[src/rtl/uart_bus_bridge.sv]
// UART-to-bus bridge: 8N1 serial command stream in, 32-bit single-beat bus
// transactions out, 1- or 4-byte serial reply back.
module uart_bus_bridge #(
  parameter logic [15:0] CLK_DIV = 16'd433
) (
  input  logic        clk,
  input  logic        reset,
  input  logic        rx_in,
  output logic        tx_out,
  output logic [31:0] address_out,
  output logic        sel_out,
  output logic        read_out,
  input  logic [31:0] read_value_in,
  output logic [3:0]  write_mask_out,
  output logic [31:0] write_value_out,
  input  logic        ready_in
);

  typedef enum logic [1:0] {RX_IDLE, RX_START, RX_DATA, RX_STOP} rx_state_t;
  typedef enum logic [2:0] {S_CMD, S_ADDR, S_DATA, S_BUS, S_RESP} state_t;

  // receiver
  logic [1:0]  rx_sync_q;
  rx_state_t   rx_state_q, rx_state_d;
  logic [15:0] rx_cnt_q, rx_cnt_d;
  logic [2:0]  rx_bit_q, rx_bit_d;
  logic [7:0]  rx_shift_q, rx_shift_d;
  logic        rx_valid_q, rx_valid_d;
  logic        rx_s;

  // transmitter
  logic        tx_busy_q, tx_busy_d;
  logic [15:0] tx_cnt_q, tx_cnt_d;
  logic [3:0]  tx_bit_q, tx_bit_d;
  logic [8:0]  tx_shift_q, tx_shift_d;
  logic        tx_out_q, tx_out_d;
  logic        tx_last, tx_avail, tx_load;

  // command FSM and bus
  state_t      state_q, state_d;
  logic        op_read_q, op_read_d;
  logic [1:0]  byte_cnt_q, byte_cnt_d;
  logic [31:0] addr_q, addr_d;
  logic [31:0] wdata_q, wdata_d;
  logic        sel_q, sel_d;
  logic        read_q, read_d;
  logic [3:0]  mask_q, mask_d;
  logic [31:0] resp_data_q, resp_data_d;
  logic [2:0]  resp_left_q, resp_left_d;

  assign rx_s = rx_sync_q[1];

  always_comb begin
    rx_state_d = rx_state_q;
    rx_cnt_d   = rx_cnt_q;
    rx_bit_d   = rx_bit_q;
    rx_shift_d = rx_shift_q;
    rx_valid_d = 1'b0;
    case (rx_state_q)
      RX_IDLE: if (!rx_s) begin
        rx_state_d = RX_START;
        rx_cnt_d   = '0;
      end
      RX_START: if (rx_cnt_q == {1'b0, CLK_DIV[15:1]}) begin
        // a high start-bit sample was a glitch: drop back to idle
        rx_state_d = rx_s ? RX_IDLE : RX_DATA;
        rx_cnt_d   = '0;
        rx_bit_d   = '0;
      end else rx_cnt_d = rx_cnt_q + 16'd1;
      RX_DATA: if (rx_cnt_q == CLK_DIV) begin
        rx_cnt_d   = '0;
        rx_shift_d = {rx_s, rx_shift_q[7:1]};
        rx_bit_d   = rx_bit_q + 3'd1;
        if (rx_bit_q == 3'd7) rx_state_d = RX_STOP;
      end else rx_cnt_d = rx_cnt_q + 16'd1;
      RX_STOP: if (rx_cnt_q == CLK_DIV) begin
        rx_state_d = RX_IDLE;
        rx_cnt_d   = '0;
        rx_valid_d = rx_s;
      end else rx_cnt_d = rx_cnt_q + 16'd1;
      default: rx_state_d = RX_IDLE;
    endcase
  end

  // tx can take a new byte while idle or during the final stop-bit clock,
  // so reply bytes go out back-to-back
  assign tx_last  = tx_busy_q && (tx_cnt_q == CLK_DIV) && (tx_bit_q == 4'd9);
  assign tx_avail = !tx_busy_q || tx_last;
  assign tx_load  = (state_q == S_RESP) && (resp_left_q != 3'd0) && tx_avail;

  always_comb begin
    tx_busy_d  = tx_busy_q;
    tx_cnt_d   = tx_cnt_q;
    tx_bit_d   = tx_bit_q;
    tx_shift_d = tx_shift_q;
    tx_out_d   = tx_out_q;
    if (tx_load) begin
      tx_busy_d  = 1'b1;
      tx_cnt_d   = '0;
      tx_bit_d   = '0;
      tx_shift_d = {1'b1, resp_data_q[7:0]};
      tx_out_d   = 1'b0;
    end else if (tx_busy_q) begin
      if (tx_cnt_q == CLK_DIV) begin
        tx_cnt_d = '0;
        if (tx_bit_q == 4'd9) begin
          tx_busy_d = 1'b0;
          tx_out_d  = 1'b1;
        end else begin
          tx_bit_d   = tx_bit_q + 4'd1;
          tx_out_d   = tx_shift_q[0];
          tx_shift_d = {1'b1, tx_shift_q[8:1]};
        end
      end else tx_cnt_d = tx_cnt_q + 16'd1;
    end
  end

  always_comb begin
    state_d     = state_q;
    op_read_d   = op_read_q;
    byte_cnt_d  = byte_cnt_q;
    addr_d      = addr_q;
    wdata_d     = wdata_q;
    sel_d       = sel_q;
    read_d      = read_q;
    mask_d      = mask_q;
    resp_data_d = resp_data_q;
    resp_left_d = resp_left_q;
    case (state_q)
      S_CMD: if (rx_valid_q) begin
        if (rx_shift_q == 8'h01 || rx_shift_q == 8'h02) begin
          op_read_d  = rx_shift_q[1];
          byte_cnt_d = '0;
          state_d    = S_ADDR;
        end else begin
          resp_data_d = 32'h0000_00EE;
          resp_left_d = 3'd1;
          state_d     = S_RESP;
        end
      end
      S_ADDR: if (rx_valid_q) begin
        addr_d     = {rx_shift_q, addr_q[31:8]};
        byte_cnt_d = byte_cnt_q + 2'd1;
        if (byte_cnt_q == 2'd3) state_d = op_read_q ? S_BUS : S_DATA;
      end
      S_DATA: if (rx_valid_q) begin
        wdata_d    = {rx_shift_q, wdata_q[31:8]};
        byte_cnt_d = byte_cnt_q + 2'd1;
        if (byte_cnt_q == 2'd3) state_d = S_BUS;
      end
      S_BUS: if (!sel_q) begin
        sel_d  = 1'b1;
        read_d = op_read_q;
        mask_d = op_read_q ? 4'b0000 : 4'b1111;
      end else if (ready_in) begin
        sel_d       = 1'b0;
        read_d      = 1'b0;
        mask_d      = 4'b0000;
        resp_data_d = op_read_q ? read_value_in : 32'h0000_00AA;
        resp_left_d = op_read_q ? 3'd4 : 3'd1;
        state_d     = S_RESP;
      end
      S_RESP: if (tx_load) begin
        resp_data_d = {8'h00, resp_data_q[31:8]};
        resp_left_d = resp_left_q - 3'd1;
      end else if (resp_left_q == 3'd0 && !tx_busy_q) begin
        state_d = S_CMD;
      end
      default: state_d = S_CMD;
    endcase
  end

  always_ff @(posedge clk) begin
    if (reset) begin
      rx_sync_q   <= 2'b11;
      rx_state_q  <= RX_IDLE;
      rx_cnt_q    <= '0;
      rx_bit_q    <= '0;
      rx_shift_q  <= '0;
      rx_valid_q  <= 1'b0;
      tx_busy_q   <= 1'b0;
      tx_cnt_q    <= '0;
      tx_bit_q    <= '0;
      tx_shift_q  <= '1;
      tx_out_q    <= 1'b1;
      state_q     <= S_CMD;
      op_read_q   <= 1'b0;
      byte_cnt_q  <= '0;
      addr_q      <= '0;
      wdata_q     <= '0;
      sel_q       <= 1'b0;
      read_q      <= 1'b0;
      mask_q      <= '0;
      resp_data_q <= '0;
      resp_left_q <= '0;
    end else begin
      rx_sync_q   <= {rx_sync_q[0], rx_in};
      rx_state_q  <= rx_state_d;
      rx_cnt_q    <= rx_cnt_d;
      rx_bit_q    <= rx_bit_d;
      rx_shift_q  <= rx_shift_d;
      rx_valid_q  <= rx_valid_d;
      tx_busy_q   <= tx_busy_d;
      tx_cnt_q    <= tx_cnt_d;
      tx_bit_q    <= tx_bit_d;
      tx_shift_q  <= tx_shift_d;
      tx_out_q    <= tx_out_d;
      state_q     <= state_d;
      op_read_q   <= op_read_d;
      byte_cnt_q  <= byte_cnt_d;
      addr_q      <= addr_d;
      wdata_q     <= wdata_d;
      sel_q       <= sel_d;
      read_q      <= read_d;
      mask_q      <= mask_d;
      resp_data_q <= resp_data_d;
      resp_left_q <= resp_left_d;
    end
  end

  assign tx_out          = tx_out_q;
  assign address_out     = addr_q;
  assign write_value_out = wdata_q;
  assign sel_out         = sel_q;
  assign read_out        = read_q;
  assign write_mask_out  = mask_q;

endmodule
[config.mk]
export PLATFORM = sky130hd
export DESIGN_NAME = uart_bus_bridge
export DESIGN_NICKNAME = d
export VERILOG_FILES = /design/src/rtl/uart_bus_bridge.sv
export SDC_FILE = /design/constraint.sdc
export NUM_CORES = 1
export LEC_CHECK = 0
export CAP_MARGIN = 20
export CELL_PAD_IN_SITES_DETAIL_PLACEMENT = 0
export CELL_PAD_IN_SITES_GLOBAL_PLACEMENT = 1
export CORE_MARGIN = 2
export CORE_UTILIZATION = 44
export CTS_CLUSTER_SIZE = 14
export DETAILED_ROUTE_END_ITERATION = 8
export HOLD_SLACK_MARGIN = 0.1
export PLACE_DENSITY_LB_ADDON = 0.1
export SLEW_MARGIN = 10
export SYNTH_ARGS = -nofsm -noshare
export SYNTH_HDL_FRONTEND = slang
export SYNTH_SLANG_ARGS = --single-unit
[constraint.sdc]
create_clock -name clk -period 5.2 [get_ports clk]
set_input_delay 1.04 -clock clk [delete_from_list [all_inputs] [get_ports clk]]
set_output_delay 1.04 -clock clk [all_outputs]
set_load 0.05 [all_outputs]
Word-level counts from Yosys, hierarchy flattened --
Index checks and enable logic that the tools add are counted.
Word-level totals: register bits 173, bits of input ports 36, word-level logic and storage cells 163
Cells by class: add/subtract/negate cells 6, equal/unequal tests 35, muxes and demuxes 64, bitwise gates (word level) 3, reduce and logical (&&, ||, !) cells 34
Operator list (count):
- $mux W32 | 6
- $pmux W32 S3 | 1
- $mux W16 | 4
- $mux W3 | 18
- $pmux W16 S3 | 1
- $ne A2 B2 Y1 const B | 18
- $add A16 B1 Y16 const B | 2
- $eq A16 B9 Y1 const B | 2
- $mux W8 | 4
- $mux W2 | 9
- $eq A16 B8 Y1 const B | 1
- $pmux W3 S5 | 1
- $mux W1 | 13
- $mux W4 | 3
- $reduce_and A3 Y1 | 4
- $reduce_and A2 Y1 | 5
- $pmux W3 S3 | 1
- $reduce_and A9 Y1 | 1
- $eq A8 B1 Y1 const B | 1
- $eq A8 B2 Y1 const B | 1
- $pmux W2 S4 | 1
- $reduce_bool A2 Y1 | 4
- $eq A2 B2 Y1 const B | 3
- $eq A3 B2 Y1 const B | 2
- 23 further kinds | 36

Depth between registers and ports, before layout --
depth in word-level cells 7, gate-level depth with buffers 10, mapped depth without buffers 7

Worst setup path before layout --
No wires, ideal clock.
kind input-to-reg, start input ready_in, end register resp_left_q[0], setup time 86 ps, arrival time 2260 ps, path slack 2855 ps, stages 7, buffers on the path 2, path through nand2_1 a31oi_1 o22a_1 clkbuf_1 clkbuf_1 a21oi_1 a211oi_1
On the way: longest elaborated chain between the ends 2
Ends and longest elaborated chain:
- from (decl) | line 16 | input logic ready_in
- $ne A2 B2 Y1 (no line)
- $reduce_and A6 Y1 (no line)
- to (signal assigned) | line 217 | resp_left_q <= resp_left_d;
- to (decl) | line 49 | logic [2:0] resp_left_q, resp_left_d;
Every way passes these cells. A chain may end at the register's enable or synchronous reset.

Final worst setup path --
start input ready_in, end register resp_data_q[10]
On the way: longest elaborated chain between the ends 2
Ends and longest elaborated chain:
- $ne A2 B2 Y1 (no line)
- $reduce_and A6 Y1 (no line)
- to (signal assigned) | line 216 | resp_data_q <= resp_data_d;
- to (decl) | line 48 | logic [31:0] resp_data_q, resp_data_d;
Every way passes these cells.

==> insert_results.sql <==
INSERT INTO impl_metrics (metric_group, metric, value, unit) VALUES
('clock_network', 'clk-insertion-delay-late', '420', 'ps'),
('global_route', 'grt.total_usage', '20.0', '%'),
('power', 'switchingPower', '586', 'uW'),
('power', 'total_leakage_power', '3.01', 'nW'),
('global_route', 'grt_pass1_wl', '29.5', 'mm'),
('clock_network', 'clock_tree.htree_level_count', '4', ''),
('logic_synthesis', 'synth.distinct_cells', '65', ''),
('run', 'max-cap-violations', '0', ''),
('global_route', 'number_of_global_route_vias_before_repair', '5914', ''),
('logic_synthesis', 'synthArstFlopShare', '0', '%'),
('placed_design', 'hpwlAfterDp', '12.2', 'mm'),
('logic_synthesis', 'synth_nets', '937', ''),
('setup_path', 'worst_ep_required_time', '5530', 'ps'),
('clock_network', 'cts_repair_resize_count', '0', ''),
('floorplan', 'die_w', '134', 'microns'),
('min_path', 'timing.hold.worst.class', 'register to register', ''),
('timing', 'final.setup.tns', '0', 'ps'),
('timing', 'fin_crit', '2990', 'ps'),
('clock_network', 'cts_made_buffers', '17', ''),
('power', 'pwr-share-seq', '50.1', '%'),
('routing', 'ant_nets', '0', ''),
('power', 'vdd_drop_max', '0.216', 'mV'),
('floorplan', 'die_h', '134', 'microns'),
('power', 'power_report.internal_total', '2.02', 'mW'),
('floorplan', 'design.portCount', '107', ''),
('setup_path', 'critical_path_start_end_classification', 'input pin to register', ''),
('floorplan', 'die_area', '17900', 'sq um'),
('setup_path', 'end_kind', 'register', ''),
('timing', 'post-route-period-util', '57.5', '%'),
('routing', 'wirelength', '18.4', 'mm'),
('placed_design', 'place_congestion', '0.823', ''),
('routing', 'drt_iter0_drc', '474', ''),
('finish', 'syn_to_final_growth', '23.6', '%'),
('setup_path', 'cp_max_fo', '16', ''),
('logic_synthesis', 'synth.top_cells.by_area', 'sky130_fd_sc_hd__dfxtp_1, sky130_fd_sc_hd__a21oi_1, sky130_fd_sc_hd__nand2_1, sky130_fd_sc_hd__a211oi_1, sky130_fd_sc_hd__nor2_1', ''),
('finish', 'share_of_final_layout_standard_cells_stronger_than_drive_strength_1', '6.59', '%'),
('timing', 'final-setup-viol-count', '0', ''),
('timing', 'worstMarginPinSlew', '917', 'ps'),
('clock_network', 'cts-hold-fix-buffers', '0', ''),
('finish', 'num-fill-cells', '1537', ''),
('logic_synthesis', 'yosys.area.top_type', 'sky130_fd_sc_hd__dfxtp_1', ''),
('logic_synthesis', 'synthCells', '889', ''),
('floorplan', 'core_region_area', '16500', 'sq um'),
('power', 'comb_power_share', '2.5', '%'),
('timing', 'rsz0062_at_grt', 'false', ''),
('timing', 'finalClockSkew', '8.29', 'ps'),
('routing', 'first_pass_iters', '5', ''),
('power', 'clock_power_share', '47.3', '%'),
('status', 'result_of_the_run', 'completed', ''),
('placed_design', 'place.port_buffers', '106', ''),
('timing', 'slew_headroom', '38.9', '%'),
('floorplan', 'floorplan.rows', '47', ''),
('logic_synthesis', 'dominantRegCellSynth', 'sky130_fd_sc_hd__dfxtp_1', ''),
('floorplan', 'floorplan.initialDensity', '44.8', '%'),
('setup_path', 'setup.worst_path.start_class', 'input pin', ''),
('power', 'fin_total_pwr', '2.61', 'mW'),
('finish', 'antenna_cells_inserted', '0', ''),
('global_route', 'globalRouteOverflowTotal', '0', ''),
('finish', 'finish.net_count', '1006', ''),
('logic_synthesis', 'synth-edff-count', '0', ''),
('global_route', 'largest_net_degree_at_the_start_of_global_routing', '91', ''),
('clock_network', 'cts.reportedPaths.clkPinSlew', '70', 'ps'),
('clock_network', 'cts_post_setup_buffers_inserted', '0', ''),
('logic_synthesis', 'yosys-top-cells-count', 'sky130_fd_sc_hd__dfxtp_1, sky130_fd_sc_hd__nand2_1, sky130_fd_sc_hd__a21oi_1, sky130_fd_sc_hd__nor2_1, sky130_fd_sc_hd__clkbuf_1', ''),
('power', 'power.density_cell_area', '285', 'nW/um^2'),
('power', 'power_switching_share', '22.5', '%'),
('timing', 'final_hold_viol_count', '0', ''),
('setup_path', 'arrival', '3320', 'ps'),
('clock_network', 'clock_path_buffers', '2', ''),
('clock_network', 'clock_tree_from_tritoncts', 'yes', ''),
('timing', 'worst_hold_slack', '411', 'ps');
metal layers:
metal / vias up / wire, microns / global-route usage (%)
li1: 3282 / - / -
met4: 0 / 121 / 4.85
met3: 9 / 829 / 4.49
met5: - / 0 / 0
met1: 3100 / 8900 / 27.5
met2: 144 / 8560 / 32.1
kinds of logic after synthesis:
family                   Yosys count  synth area share, %
flip-flops                       170                 46.0
AO/OA/AOI/OAI                    254                 21.4
multiplexers                      13                 1.83
XOR/XNOR                          18                 2.13
adder cells (fa/ha/maj)           12                 2.03
AND/OR/NAND/NOR                  336                 21.8
buffers and inverters             86                 4.85
per-stage QoR:
stage / instances / utilization [%] / worst slack, ps / instance area [sq um]
2_1_floorplan: 889 / - / 2850 / 7400
3_3_place_gp: 1156 / 51.5 / 1870 / 8510
3_5_place_dp: 1156 / 51.5 / 1780 / 8510
4_1_cts: 1188 / 55.0 / 2220 / 9080
5_1_grt: 1191 / 55.3 / 1920 / 9150
6_report: 1191 / 55.3 / 2210 / 9150
critical path: stages:
cell                              delay [ps]
sky130_fd_sc_hd__clkdlybuf4s50_1         440
sky130_fd_sc_hd__nand2_1                 100
sky130_fd_sc_hd__a31oi_1                 130
sky130_fd_sc_hd__o22ai_1                 730
sky130_fd_sc_hd__nor2_1                  350
sky130_fd_sc_hd__buf_4                   310
sky130_fd_sc_hd__a211oi_1                220
power groups by stage:
| stage | clock network, mW | logic [mW] | registers [mW] |
|---|---|---|---|
| 2_1_floorplan | 0 | 0.0307 | 1.33 |
| 3_3_place_gp | 0 | 0.0648 | 1.34 |
| 3_5_place_dp | 0 | 0.0653 | 1.34 |
| 4_1_cts | 1.26 | 0.0662 | 1.31 |
| 5_1_grt | 1.31 | 0.0711 | 1.31 |
| 6_report | 1.23 | 0.0664 | 1.31 |
worst paths after layout:
path / startpoint / cells after the start / slack, ps / to
hold reg to reg: rx_sync_q[0]$_SDFF_PP1_ / 1 / 410 / rx_sync_q[1]$_SDFF_PP1_
hold / removal: rx_sync_q[0]$_SDFF_PP1_ / 1 / 410 / rx_sync_q[1]$_SDFF_PP1_
setup reg to reg: state_q[2]$_SDFFE_PP0P_ / 6 / 2440 / resp_data_q[20]$_SDFFE_PP0P_
setup / recovery: ready_in / 7 / 2210 / resp_data_q[10]$_SDFFE_PP0P_
area by class of cell:
cell class,count,area (sq um),share of cell area (%)
multi-input combinational,633,3650,39.9
inverter,22,82.6,0.903
clock inverter,13,135,1.48
timing repair buffer,114,1150,12.6
tap,220,275,3.01
clock buffer,19,443,4.84
sequential,170,3400,37.2
cell usage in the layout, fill, tap and decap left out, types with 5 or more instances in the layout:
cell	n
sky130_fd_sc_hd__a22oi_1	25
sky130_fd_sc_hd__nor4_1	5
sky130_fd_sc_hd__o21ai_0	16
sky130_fd_sc_hd__and4_1	5
sky130_fd_sc_hd__nand2_1	151
sky130_fd_sc_hd__clkdlybuf4s50_1	105
sky130_fd_sc_hd__nand3_1	16
sky130_fd_sc_hd__nor2_1	64
sky130_fd_sc_hd__o22ai_1	8
sky130_fd_sc_hd__nor3_1	18
sky130_fd_sc_hd__inv_6	5
sky130_fd_sc_hd__mux2i_1	12
sky130_fd_sc_hd__or3_1	6
sky130_fd_sc_hd__a31oi_1	13
sky130_fd_sc_hd__a211oi_1	34
sky130_fd_sc_hd__xnor2_1	9
sky130_fd_sc_hd__nand2b_1	11
sky130_fd_sc_hd__xor2_1	9
sky130_fd_sc_hd__a21oi_1	123
sky130_fd_sc_hd__inv_1	22
sky130_fd_sc_hd__buf_4	6
sky130_fd_sc_hd__ha_1	12
sky130_fd_sc_hd__clkbuf_16	17
sky130_fd_sc_hd__nand3b_1	5
sky130_fd_sc_hd__nand4_1	15
sky130_fd_sc_hd__dfxtp_1	170
sky130_fd_sc_hd__o21bai_1	7
state kept, by name (all words and copies together) (netlist names), 2 cells and up, named ones only:
| signal | cells |
|---|---|
| state_q | 3 |
| byte_cnt_q | 2 |
| tx_shift_q | 8 |
| write_value_out | 32 |
| rx_bit_q | 3 |
| tx_cnt_q | 16 |
| rx_sync_q | 2 |
| address_out | 32 |
| rx_shift_q | 8 |
| resp_data_q | 32 |
| rx_cnt_q | 16 |
| tx_bit_q | 4 |
| resp_left_q | 3 |
No activity file was read; power rests on OpenSTA's default activity.
